`src/rtl/qinterlace.sv`:
```
// Two-input transaction-granular interleaver: merges two {eot, data} queue streams
// into one registered {eot, ctrl, data} stream, ctrl naming the source channel.
//
// state  | meaning
// IDLE   | no transaction open; round-robin between valid channels using prio
// LOCKED | mid-transaction on lock_ch; the other channel is not served
module qinterlace #(
  parameter int W_DIN = 16,
  parameter int LVL   = 1
) (
  input  logic                   clk,
  input  logic                   rst,
  input  logic [W_DIN+LVL-1:0]   din0_data,
  input  logic                   din0_valid,
  output logic                   din0_ready,
  input  logic [W_DIN+LVL-1:0]   din1_data,
  input  logic                   din1_valid,
  output logic                   din1_ready,
  output logic [W_DIN+LVL:0]     dout_data,
  output logic                   dout_valid,
  input  logic                   dout_ready
);

  typedef enum logic {
    IDLE   = 1'b0,
    LOCKED = 1'b1
  } lock_e;

  lock_e                 lock_q, lock_d;
  logic                  lock_ch_q, lock_ch_d;
  logic                  prio_q, prio_d;
  logic                  out_valid_q, out_valid_d;
  logic [W_DIN+LVL:0]    out_data_q, out_data_d;

  logic                  load;
  logic                  sel_any;
  logic                  sel_ch;
  logic                  sel_valid;
  logic                  in_hs;
  logic                  out_hs;
  logic [LVL-1:0]        sel_eot;
  logic [W_DIN-1:0]      sel_dat;

  // Grant logic; a locked channel keeps its grant even while its valid is low.
  always_comb begin
    load    = !out_valid_q || dout_ready;
    sel_any = 1'b0;
    sel_ch  = 1'b0;
    if (lock_q == LOCKED) begin
      sel_any = 1'b1;
      sel_ch  = lock_ch_q;
    end else if (din0_valid && din1_valid) begin
      sel_any = 1'b1;
      sel_ch  = prio_q;
    end else if (din1_valid) begin
      sel_any = 1'b1;
      sel_ch  = 1'b1;
    end else if (din0_valid) begin
      sel_any = 1'b1;
    end
    sel_valid  = sel_ch ? din1_valid : din0_valid;
    din0_ready = sel_any && load && !sel_ch;
    din1_ready = sel_any && load && sel_ch;
    in_hs      = sel_any && load && sel_valid;
    out_hs     = out_valid_q && dout_ready;
    {sel_eot, sel_dat} = sel_ch ? din1_data : din0_data;
  end

  always_comb begin
    lock_d      = lock_q;
    lock_ch_d   = lock_ch_q;
    prio_d      = prio_q;
    out_valid_d = out_valid_q;
    out_data_d  = out_data_q;
    if (in_hs) begin
      out_data_d  = {sel_eot, sel_ch, sel_dat};
      out_valid_d = 1'b1;
      if (&sel_eot) begin
        lock_d = IDLE;
        prio_d = !sel_ch;
      end else begin
        lock_d    = LOCKED;
        lock_ch_d = sel_ch;
      end
    end else if (out_hs) begin
      out_valid_d = 1'b0;
    end
  end

  always_ff @(posedge clk or negedge rst) begin
    if (!rst) begin
      lock_q      <= IDLE;
      lock_ch_q   <= 1'b0;
      prio_q      <= 1'b0;
      out_valid_q <= 1'b0;
      out_data_q  <= '0;
    end else begin
      lock_q      <= lock_d;
      lock_ch_q   <= lock_ch_d;
      prio_q      <= prio_d;
      out_valid_q <= out_valid_d;
      out_data_q  <= out_data_d;
    end
  end

  assign dout_data  = out_data_q;
  assign dout_valid = out_valid_q;

endmodule

```
`config.mk`:
```
export PLATFORM = sky130hd
export DESIGN_NAME = qinterlace
export DESIGN_NICKNAME = d
export VERILOG_FILES = /design/src/rtl/qinterlace.sv
export SDC_FILE = /design/constraint.sdc
export NUM_CORES = 1
export LEC_CHECK = 0
export CORE_MARGIN = 3
export CORE_UTILIZATION = 30
export DETAILED_ROUTE_END_ITERATION = 10
export DONT_BUFFER_PORTS = 1
export GPL_TIMING_DRIVEN = 0
export SYNTH_ARGS = -nofsm -noshare
export SYNTH_HDL_FRONTEND = slang
export SYNTH_SLANG_ARGS = --single-unit
```
`constraint.sdc`:
```
create_clock -name clk -period 1.98 [get_ports clk]
set_clock_uncertainty 0.05 [all_clocks]
set_input_delay 0.396 -clock clk [delete_from_list [all_inputs] [get_ports clk]]
set_output_delay 0.396 -clock clk [all_outputs]
set_load 0.02 [all_outputs]
```
==> flow_metrics.tcl <==
set metrics [dict create \
    status "completed" \
    design_area_um2 1261 \
    cts_buffer_depth 2 \
    overflow 0 \
    path_buf_inv 1 \
    p_leak_nw 0.5467 \
    ys_warn_count 0 \
    setup.worst_path.start "lock_q" \
    cts_made_buffers 3 \
    slowest_delay_ns 0.45 \
    setup_viol 0 \
    route.detailed.drc 0 \
    drv_cap 0 \
    critPathMaxFanout 14 \
    die_w_um 66.82 \
    worstMarginPinSlew_ns 0.9790 \
    dr.pass1.iters 2 \
    grt_max_degree 23 \
    num_antenna_cells 0 \
    antenna_found_initial 0 \
    grt_pass1_wl_mm 3.870 \
    final-hold-violation-count 0 \
    final_core_util_pct 36.64 \
    cp_top_family "flip-flops" \
    start_kind "flop" \
    post-place-cells 150 \
    total_power_mw 2.277 \
    die_h_um 66.82 \
    post-place-ws_ns 0.1581 \
    wl_mm 2.398 \
    fmax_mhz 528.6 \
    final.setup.worst_slack_ns 0.08836 \
    yosysSeqAreaShare_pct 49.61 \
    numClockSinks 22 \
    r2r-end "dout_data[4]" \
    rows 21 \
    reg2reg_depth 6 \
    setup_tns_ns 0 \
    maxSlewViolCount 0 \
    synth_fp_nets 143 \
    reg2reg_slack_ns 0.37 \
    htreeDepth 1 \
    finalNonFillerCells 155 \
    ant_nets 0 \
    area_delta_synth_final_pct 13.64 \
    critPathArrivalTime_ns 1.45 \
    cp.required_ns 1.53 \
    cp_cell_sequence "nor2b_2 -> a22o_1 -> buf_8 -> nor2b_4" \
    clock_latency_ns 0.26 \
    place_congestion 0.6178 \
    endpoint "din1_ready" \
    ys_types 22 \
    vdd_ir_drop_max_v 0.0005290 \
    hold_class "primary input to flop" \
    start_util_pct 32.24 \
    clk_pin_slew_worst_paths_ns 0.08 \
    avgViaCountPerCell 5.013 \
    drive_gt1_share_pct 15.60 \
    timing.hold.ws_ns 0.2246 \
    relSlewSlack_pct 34.52 \
    cts_tree "built" \
    portBuffers 0 \
    finalCriticalPeriod_ns 1.892 \
    die_area_um2 4465 \
    cp_slowest_cell "dfrtp_2" \
    path_class "flop to output pin" \
    fin_crit_sh_pct 95.54 \
    core_area_um2 3442 \
    clockRootBuffer "clkbuf_8" \
    synth.avg_cell_area_um2 10.67 \
    grt_use_total_pct 11.52 \
    hpwl_mm 1.891 \
    via_count 777 \
    grt_pass1_vias 835 \
    crit_cells 4 \
    placed_cell_area_um2 1167 \
    endpoint_kind "output pin" \
    pin_count 60 \
    ys_ff_latch 22 \
    drtIter0Drc 44 \
    netlist_area_um2 1110 \
    rr_startpoint "lock_q" \
    syn_inst 104 \
    nNetsFinal 149 \
    wl_per_cell_um 15.47 \
    power.density_nw_per_um2 1806 \
]
[cell usage after synthesis]
cell type | n | area [um^2]
o21ai_1 | 13 | 65.06
nor2_1 | 3 | 11.26
o21ai_0 | 5 | 25.02
inv_1 | 2 | 7.510
mux2i_1 | 17 | 170.2
a21boi_0 | 1 | 7.510
o221ai_2 | 1 | 15.01
a21oi_1 | 2 | 10.01
buf_6 | 3 | 33.78
nor2b_1 | 1 | 6.260
clkbuf_1 | 1 | 3.750
buf_8 | 2 | 30.03
o2bb2a_4 | 1 | 20.02
mux2_2 | 1 | 11.26
a22o_1 | 1 | 8.760
nand2b_1 | 3 | 18.77
buf_4 | 1 | 7.510
nor2b_2 | 1 | 8.760
o31ai_1 | 2 | 15.01
o2111ai_1 | 1 | 8.760
dfrtp_1 | 22 | 550.5
nand2_1 | 20 | 75.07
[worst register-to-register path, delay by kind of cell (launching register included)]
kind                   cells  cell delay (ns)
AOI/OAI and AO/OA          2             0.25
buffers and inverters      2             0.37
DFF                        1             0.45
muxes                      1             0.23
and+or+nand+nor            1             0.13
[metal layers]
metal  routed length, um  global-route usage, %
met3                 159                  3.035
met1                 917                  13.00
met4                  19                  3.046
met2                1301                  21.16
met5                   0                      0
[area by class of cell]
class | instances | area (um^2)
sequential | 22 | 551.8
fill | 358 | 2181
clock inverter | 1 | 30.03
multi-input combinational | 73 | 491.7
buffer | 6 | 63.81
inverter | 2 | 7.507
clock buffer | 3 | 41.29
tap | 46 | 57.56
timing repair buffer | 2 | 17.52
[placed cells by master, fill, tap and decap left out, types with 2 or more instances in the layout]
cell	synthesis	routed
nand2_1	20	20
clkbuf_8	0	3
buf_4	1	2
nand2b_1	3	3
buf_8	2	2
inv_1	2	2
o31ai_1	2	2
buf_6	3	2
dfrtp_1	22	21
o21ai_1	13	13
mux2i_1	17	17
a21oi_1	2	2
o21ai_0	5	5
nor2_1	3	2
[flip-flops by register name, summed over array words and instances, names as in the netlist]
signal	flops
dout_data	18
prio_q	1
lock_ch_q	1
lock_q	1
dout_valid	1
[timing repair]
action,CTS,global route
endpoints found under the hold margin,22,0
hold buffers,1,0
buffers inserted,0,1
resized for setup,4,2
setup endpoints to repair,2,1
[where the power goes]
| group | leakage [nW] | internal [mW] | switching, mW |
|---|---|---|---|
| Clock | 0.0357 | 0.270 | 0.143 |
| Sequential | 0.267 | 0.669 | 0.404 |
| Combinational | 0.244 | 0.381 | 0.410 |
| Total | 0.547 | 1.32 | 0.957 |
[how the worst min path moves through the flow]
stage | slack, ns | to | from | depth (start not counted)
after global routing | 0.24 | lock_ch_q | din0_data[16] | 2
final | 0.22 | lock_ch_q | din0_data[16] | 2
after global placement | 0.05 | dout_data[1] | rst | 0
after floorplan | 0.05 | dout_data[0] | rst | 0
after CTS | 0.22 | lock_ch_q | din0_data[16] | 2
after detailed placement | 0.05 | dout_data[2] | rst | 0
[logic make-up after synthesis]
logic type / Yosys count / share of synthesized area (%)
compound gates: 27 / 15.78
buf+inv: 9 / 7.441
flops: 22 / 49.61
mux: 18 / 16.35
simple gates: 28 / 10.82
(Power assumes the default switching activity.)
